## src/rtl/serial_adder.sv

```systemverilog
// Bit-serial WIDTH-bit adder: one full-adder cell and a carry FF, LSB first, one bit per clock.
// Optional SERIAL_ADDER_SUB_EN adds a 'sub' port for two's-complement subtraction (a - b).
module serial_adder #(
    parameter int unsigned WIDTH = 8
) (
    input  logic             clk,
    input  logic             rst,
    input  logic             start,
    input  logic [WIDTH-1:0] a,
    input  logic [WIDTH-1:0] b,
    input  logic             cin,
`ifdef SERIAL_ADDER_SUB_EN
    input  logic             sub,
`endif
    output logic             busy,
    output logic             done,
    output logic [WIDTH-1:0] sum,
    output logic             cout
);

    localparam int unsigned   CW   = $clog2(WIDTH) + 1;
    localparam logic [CW-1:0] LAST = CW'(WIDTH - 1);

    typedef enum logic [1:0] {
        IDLE,
        SHIFT,
        FINISH
    } state_t;

    state_t           state_q;
    logic [WIDTH-1:0] a_sh_q;
    logic [WIDTH-1:0] b_sh_q;
    logic [WIDTH-1:0] res_q;
    logic             carry_q;
    logic [CW-1:0]    count_q;
    logic             busy_q;
    logic             done_q;
    logic [WIDTH-1:0] sum_q;
    logic             cout_q;

    logic             fa_s;
    logic             fa_c;
    logic [WIDTH-1:0] res_d;
    logic [WIDTH-1:0] b_load;
    logic             carry_load;

    always_comb begin
        fa_s       = a_sh_q[0] ^ b_sh_q[0] ^ carry_q;
        fa_c       = (a_sh_q[0] & b_sh_q[0]) | (a_sh_q[0] & carry_q) | (b_sh_q[0] & carry_q);
        res_d      = {fa_s, res_q[WIDTH-1:1]};
        b_load     = b;
        carry_load = cin;
`ifdef SERIAL_ADDER_SUB_EN
        if (sub) begin
            b_load     = ~b;
            carry_load = 1'b1;
        end
`endif
    end

    always_ff @(posedge clk or posedge rst) begin
        if (rst) begin
            state_q <= IDLE;
            a_sh_q  <= '0;
            b_sh_q  <= '0;
            res_q   <= '0;
            carry_q <= 1'b0;
            count_q <= '0;
            busy_q  <= 1'b0;
            done_q  <= 1'b0;
            sum_q   <= '0;
            cout_q  <= 1'b0;
        end else begin
            case (state_q)
                IDLE: begin
                    done_q <= 1'b0;
                    if (start) begin
                        a_sh_q  <= a;
                        b_sh_q  <= b_load;
                        carry_q <= carry_load;
                        count_q <= '0;
                        busy_q  <= 1'b1;
                        state_q <= SHIFT;
                    end
                end
                SHIFT: begin
                    carry_q <= fa_c;
                    a_sh_q  <= a_sh_q >> 1;
                    b_sh_q  <= b_sh_q >> 1;
                    res_q   <= res_d;
                    count_q <= count_q + CW'(1);
                    // The last shift publishes its own sum bit and carry directly.
                    if (count_q == LAST) begin
                        sum_q   <= res_d;
                        cout_q  <= fa_c;
                        done_q  <= 1'b1;
                        state_q <= FINISH;
                    end
                end
                FINISH: begin
                    done_q  <= 1'b0;
                    busy_q  <= 1'b0;
                    state_q <= IDLE;
                end
                default: begin
                    done_q  <= 1'b0;
                    busy_q  <= 1'b0;
                    state_q <= IDLE;
                end
            endcase
        end
    end

    assign busy = busy_q;
    assign done = done_q;
    assign sum  = sum_q;
    assign cout = cout_q;

endmodule
```

## config.mk

```make
export PLATFORM = sky130hd
export DESIGN_NAME = serial_adder
export DESIGN_NICKNAME = d
export VERILOG_FILES = /design/src/rtl/serial_adder.sv
export SDC_FILE = /design/constraint.sdc
export NUM_CORES = 1
export LEC_CHECK = 0
export CORE_AREA = 8 8 79 81
export CTS_BUF_LIST = sky130_fd_sc_hd__clkbuf_8
export DETAILED_ROUTE_END_ITERATION = 10
export DIE_AREA = 0 0 87 89
export GPL_ROUTABILITY_DRIVEN = 1
export PLACE_DENSITY = 0.58
export SETUP_SLACK_MARGIN = 0.5
export SLEW_MARGIN = 0
export SYNTH_ARGS = -nofsm -noshare
export SYNTH_HDL_FRONTEND = slang
export SYNTH_SLANG_ARGS = --single-unit
export TNS_END_PERCENT = 1
```

## constraint.sdc

```tcl
create_clock -name clk -period 1.97 [get_ports clk]
set_input_delay 0.394 -clock clk [delete_from_list [all_inputs] [get_ports clk]]
set_output_delay 0.394 -clock clk [all_outputs]
set_load 0.01 [all_outputs]
```

==> summary.txt <==
Global route
  • First-pass GRT wire length: 6.161 mm
  • GR peak layer: met2
  • Initial antenna violation count: 0
  • Grt ovf: 0
  • GR met3 Demand/Resource: 3.676%
  • Global-route usage over all layers: 10.27%
  • Vias in the first global route: 1350
  • GR Util met2: 17.14%
  • Met1 Use GR: 11.22%
  • Largest net degree at the start of global routing: 42

Power and ir drop
  • Gate power share: 40.2%
  • Maximum VDD drop: 0.4771 mV
  • Part of the power in registers: 43.3%
  • Internal cell power: 2114 µW
  • Clock Power Share: 16.5%
  • Pwr dens: 1481 mW/mm²
  • Sw Ratio: 35.60%
  • Leakage: 0.001003 µW
  • Psw: 1169 µW

Route
  • Total Routed Length: 3.686 mm
  • Post-DRT Antenna Nets: 0
  • Drt wl/cell: 14.07 µm
  • Via Count: 1278
  • Drc violations: 0
  • Via density: 4.878
  • DRT iter0 DRCs: 73
  • DR pass1 iterations: 4

CTS
  • CTS tree: built
  • Worst-Skew Late Latency: 0.29 ns
  • Total CTS buffers: 5
  • Htree depth: 2
  • CTS Buffer Depth: 2
  • Clk sinks: 41
  • Clock Tree Root: clkbuf_8
  • CTS clk-pin slew, worst paths: 0.08 ns

Die
  • Die Area: 0.007743 mm²
  • Die width: 87 µm
  • Site row count: 26
  • I/O pin count: 31
  • Initial Utilization: 34.24%
  • Core Box Area: 0.004977 mm²
  • DIE HEIGHT: 89 µm

Worst setup path
  • CP startpoint kind: flop
  • CP required: 1.58 ns
  • Buf/Inv on CP: 1
  • WS Path Type: flop to output port
  • Top delay family on crit path: buffers and inverters
  • Slowest cell on the critical path: clkdlybuf4s50_1
  • Critical path fanouts, max: 2
  • Reg2Reg Depth: 5
  • Arr. time, crit path: 1.20 ns
  • CP Cell Sequence: clkdlybuf4s50_1
  • Crit path largest cell delay: 0.54 ns
  • Critical path capture point type: output port
  • Crit. path cell count: 1

Placed design
  • GPL Wtd Cong: 0.7429
  • Dpl hpwl: 2.568 mm
  • Pre-CTS setup slack: 0.1476 ns
  • PortBufs: 30

STA
  • TNS Setup: 0 ns
  • Tmin final: 1.598 ns
  • Setup violators final: 0
  • Slew margin rel.: 65.30%
  • Max-slew violation count: 0
  • RSZ-0062 raised after global routing: true
  • Final Hold Fails: 0
  • Peak Freq: 625.8 MHz
  • Post-route setup slack: 0.3720 ns
  • Clock skew: 0.003323 ns
  • Slew @ Worst Pin: 0.5205 ns
  • Final period util: 81.11%

Synthesis
  • Synthesized area per cell: 11.07 µm²
  • Ys flop type: dfrtp_1
  • Ys async rst share: 100.0%
  • #FFs+latches synth: 41
  • Seq/Total Area, Yosys: 60.21%
  • Gate count after technology mapping: 154
  • Synthesized net count: 176
  • Synthesized area: 0.001704 mm²
  • Post-synth EDFFs: 0
  • Unique masters post-synth: 24
  • Ys Warns: 0

Final layout
  • Syn-to-layout area delta: 30.03%
  • Diodes inserted: 0
  • Area of the multi-input gates: 630.6 µm²
  • Commonest cells after routing, fill and taps aside: 41 x dfrtp_1, 38 x nand2_1, 28 x clkdlybuf4s50_1
  • Layout cells sized above 1: 14.58%
  • Fillcell total: 479
  • Commonest non-fill, non-tap cell in the layout: dfrtp_1
  • Sequential cell area: 0.001026 mm²
  • Layout Nets: 213

Status
  • Status: finished, final reports clean

Worst hold path
  • Hold crit path type: flop to flop
  • Worst hold stages: 2

Job
  • # Max-Cap Violations: 0
[logic make-up after synthesis]
family,Yosys count,synth area share (%)
and+or+nand+nor,51,13.36
adders and majority gates,2,1.909
AOI/OAI and AO/OA,40,15.12
muxes,10,6.608
DFF,41,60.21
buffers and inverters,10,2.790
[final cells by class]
cell class,count,area share (%)
clock buffers,5,3.106
flip-flops and latches,41,46.30
well taps,70,3.953
clock inverters,3,0.7905
inverters,1,0.1694
multi-input cells,103,28.46
repair buffers,39,17.22
[power by group through the flow]
stage               logic, µW  clock network, µW  registers (µW)
finish                   1320                542            1420
global route             1470                605            1470
CTS                      1350                566            1420
detailed placement       1320                  0            1440
global placement         1270                  0            1420
floorplan                 796                  0            1450
[layer usage]
layer | part of all wire [%] | up-vias
met5 | 0 | -
met4 | 2.0 | 0
met3 | 7.8 | 7
met2 | 48 | 36
met1 | 42 | 628
li1 | - | 607
[cell usage after synthesis (2+ instances only)]
cell / instances / area, µm²
o21ai_0: 16 / 80.08
nor2_1: 4 / 15.01
a22o_1: 4 / 35.03
nand2_1: 38 / 142.6
mux2_2: 10 / 112.6
a22oi_1: 14 / 105.1
nor2b_1: 3 / 18.77
dfrtp_1: 41 / 1026
a21oi_1: 3 / 15.01
and3b_1: 2 / 17.52
clkbuf_1: 5 / 18.77
buf_2: 2 / 10.01
[registers in the layout (all words and copies together), names as in the netlist]
name / count
cout: 1
a_sh_q: 8
count_q: 4
sum: 8
busy: 1
done: 1
res_q: 7
carry_q: 1
state_q: 2
b_sh_q: 8
[what timing repair did]
action	CTS	global route
endpoints found under the setup margin	23	30
hold buffers	0	0
hold endpoints to repair	0	0
setup buffers	2	0
pin swaps	1	0
resized for setup	1	1
[per-stage QoR]
stage                     total power [µW]  std cells  hold WS (ns)  utilization, %  cell area (µm²)
after global placement                2695        252        0.4550           42.21             2101
after CTS                             3336        262        0.4871           44.47             2213
after global routing                  3543        262        0.5085           44.52             2216
final                                 3283        262        0.4841           44.52             2216
after detailed placement              2765        252        0.4681           42.21             2101
after floorplan                       2244        154        0.4402               -             1704
[worst paths after layout]
path                       slack [ns]  startpoint        end
hold / removal                   0.48    res_q[1]   res_q[1]
min in group asynchronous        0.53         rst   res_q[6]
max in group asynchronous        1.08         rst  b_sh_q[7]
setup / recovery                 0.37        busy       busy
setup reg to reg                 0.42  count_q[0]     sum[7]
hold reg to reg                  0.48    res_q[1]   res_q[1]
Note: power is estimated with default switching activity, not from simulation.
==> RTL change (same flow settings) <==
Build with the macro `SERIAL_ADDER_SUB_EN` defined.
--- a/src/rtl/serial_adder.sv
+++ b/src/rtl/serial_adder.sv
@@ -2,2 +2,4 @@
 // Optional SERIAL_ADDER_SUB_EN adds a 'sub' port for two's-complement subtraction (a - b).
+`define SERIAL_ADDER_SUB_EN
+
 module serial_adder #(
Ports: changed (added sub); port bits go from 31 to 32. The function was not compared with the original's and may differ.
==> RTL change against the original RTL <==
- synthesized area grew 6.8%
- power shrank 2.2%
- setup slack gained 0.019 ns
- sequential share of layout area shrank 2.9 points
- routed wire length shrank 2.1%
- critical path depth is the same
- design area grew 6.7%
- combinational power shrank 15%
- register-to-register slack gained 0.03 ns
- die area is the same
- sequential cell count is the same
- first-iteration DRC count shrank 6.8%
- largest cell class unchanged
- largest power group unchanged
==> RTL change: results (changes against the original RTL) <==
==========================================================================================
Max clock buf depth                                                                      2   unchanged
Fraction of synthesis flops using an asynchronous set or reset pin                    100%   unchanged
Clock edge transition at the registers on the reported setup and hold paths        0.08 ns   about the same
Global-route wire length before repair                                             6100 um   -1.0%
Vias in the first global route                                                        1289   -4.5%
Cell family with most CP delay                                                buffers and inverters
Top cell types by occurrence after synthesis                                  sky130_fd_sc_hd__dfrtp_1, sky130_fd_sc_hd__mux2_2, sky130_fd_sc_hd__and3b_1, sky130_fd_sc_hd__a21oi_1, sky130_fd_sc_hd__nand2_1
GRT Overall Usage                                                                    10.1%   -0.21 points
Iter 0 DRT Violations                                                                   68   -6.8%
Post-layout instance count excluding filler cells                                      254   -3.1%
Worst Hold Class                                                              register to register
Instance area after placement                                                    2230 um^2   +6.0%
Net count after synthesis                                                              169   -4.0%
Count of nets after finishing                                                          206   -3.3%
Status                                                                        finished clean
Pre-CTS WS                                                                        0.170 ns   +0.0225 ns
Number of iterations in the first detailed-routing pass                                  4   unchanged
Sw Share                                                                             30.1%   -5.5 points
Clock skew after layout                                                         0.00623 ns   +0.00290 ns
Routed wirelength normalized by instance count                                     14.2 um   +0.94%
Cell count after synthesis                                                             146   -5.2%
Total leakage power                                                                1.10 nW   +9.9%
Pin count of the biggest net entering global routing                                    42   unchanged
Peak ir drop on the vdd network                                                   0.543 mV   +14%
Synth warn                                                                               0   unchanged
Diodes inserted                                                                          0   unchanged
Hpwl dp                                                                            2560 um   -0.24%
Distinct cell type count after synthesis                                                27   +13%
Critical Path Fanout Max                                                                 2   unchanged
CTS H-tree depth                                                                         2   unchanged
Actual transition at the worst max-transition pin                                 0.507 ns   -0.0138 ns
Gpl congestion                                                                       0.727   -2.1%
Standard cell with the maximum stage delay on the critical path               sky130_fd_sc_hd__clkdlybuf4s50_1
Number of hold violations in the final report                                            0   unchanged
Seq/Total Area, Yosys                                                                56.4%   -3.8 points
Share of final-layout standard cells stronger than drive strength 1                  19.6%   +5.0 points
Antenna violations before repair                                                         0   unchanged
Main area contributors after synthesis                                        sky130_fd_sc_hd__dfrtp_1, sky130_fd_sc_hd__mux2_2, sky130_fd_sc_hd__and3b_1
CTS buffer count                                                                         5   unchanged
Root Driver                                                                   sky130_fd_sc_hd__clkbuf_8
Worst stage delay on the critical path                                             0.54 ns   about the same
Vias per std cell                                                                     4.96   +1.7%
Port Buffers                                                                            31   +3.3%
Clock latency on the worst-skew pair                                               0.29 ns   about the same
==========================================================================================
==> RTL change: changes by cell type after synthesis, sizes merged, moves of 7 or more <==
cell | before | now
nand2 | 38 | 9
and3b | 2 | 14
a22oi | 14 | 0
xor2 | 0 | 8
mux2 | 10 | 17
a21oi | 3 | 10
a221o | 0 | 7
o21ai | 16 | 8
==> RTL change: worst paths after layout <==
check	cells after the start	slack, ns	start	endpoint
worst min register to register	2	0.49	a_sh_q[3]	a_sh_q[3]
worst max register to register	5	0.45	count_q[1]	sum[2]
worst max-delay path	1	0.39	busy	busy
worst min-delay path	2	0.49	a_sh_q[3]	a_sh_q[3]
max in group asynchronous	3	1.08	rst	b_sh_q[2]
min in group asynchronous	3	0.53	rst	res_q[5]
==> RTL change: repair_timing <==
| action | 4_1_cts | 5_1_grt |
|---|---|---|
| resized for setup | 2 | 2 |
| buffers inserted | 0 | 1 |
| setup endpoints to repair | 22 | 29 |
| pin swaps | 0 | 2 |
| gates cloned | 0 | 0 |
| hold buffers | 0 | 0 |
==> RTL change: final cells by class <==
class	count	area, um^2
Sequential cell	41	1030
Multi-Input combinational cell	93	747
Fill cell	464	2610
Tap cell	70	87.6
Clock buffer	6	82.6
Clock inverter	2	37.5
Inverter	3	11.3
Timing Repair Buffer	39	372
==> RTL change: cells by family (layout without fill, tap and decap cells) <==
kind of cell,count (synthesis),in the layout,share of synthesized area [%]
AOI/OAI and AO/OA,33,33,12.4
xor gates and xnor gates,8,8,3.85
adders and majority gates,2,2,1.79
buffers and inverters,12,50,3.02
DFF,41,41,56.4
muxes,18,18,11.1
and+or+nand+nor,32,32,11.5
==> RTL change: worst reg2reg max path, stage by stage, from the launching register on <==
cell and delay [ns]:
sky130_fd_sc_hd__dfrtp_1 0.42, sky130_fd_sc_hd__ha_2 0.20, sky130_fd_sc_hd__nand2_1 0.08, sky130_fd_sc_hd__nor3b_2 0.19
sky130_fd_sc_hd__buf_4 0.19, sky130_fd_sc_hd__mux2_2 0.34
==> RTL change: routing by layer <==
metal,up-vias,track usage (%),routed length (um)
met5,-,0,0
li1,597,-,-
met4,0,3.13,48
met2,37,16.2,1720
met1,619,12.2,1630
met3,7,3.77,215
==> RTL change: power by group through the flow <==
stage	Sequential, W	Clock [W]	Combinational, W
2_1_floorplan	0.00140	0	0.000683
3_3_place_gp	0.00138	0	0.00109
3_5_place_dp	0.00140	0	0.00114
4_1_cts	0.00138	0.000727	0.00114
5_1_grt	0.00143	0.000761	0.00124
6_report	0.00138	0.000711	0.00112
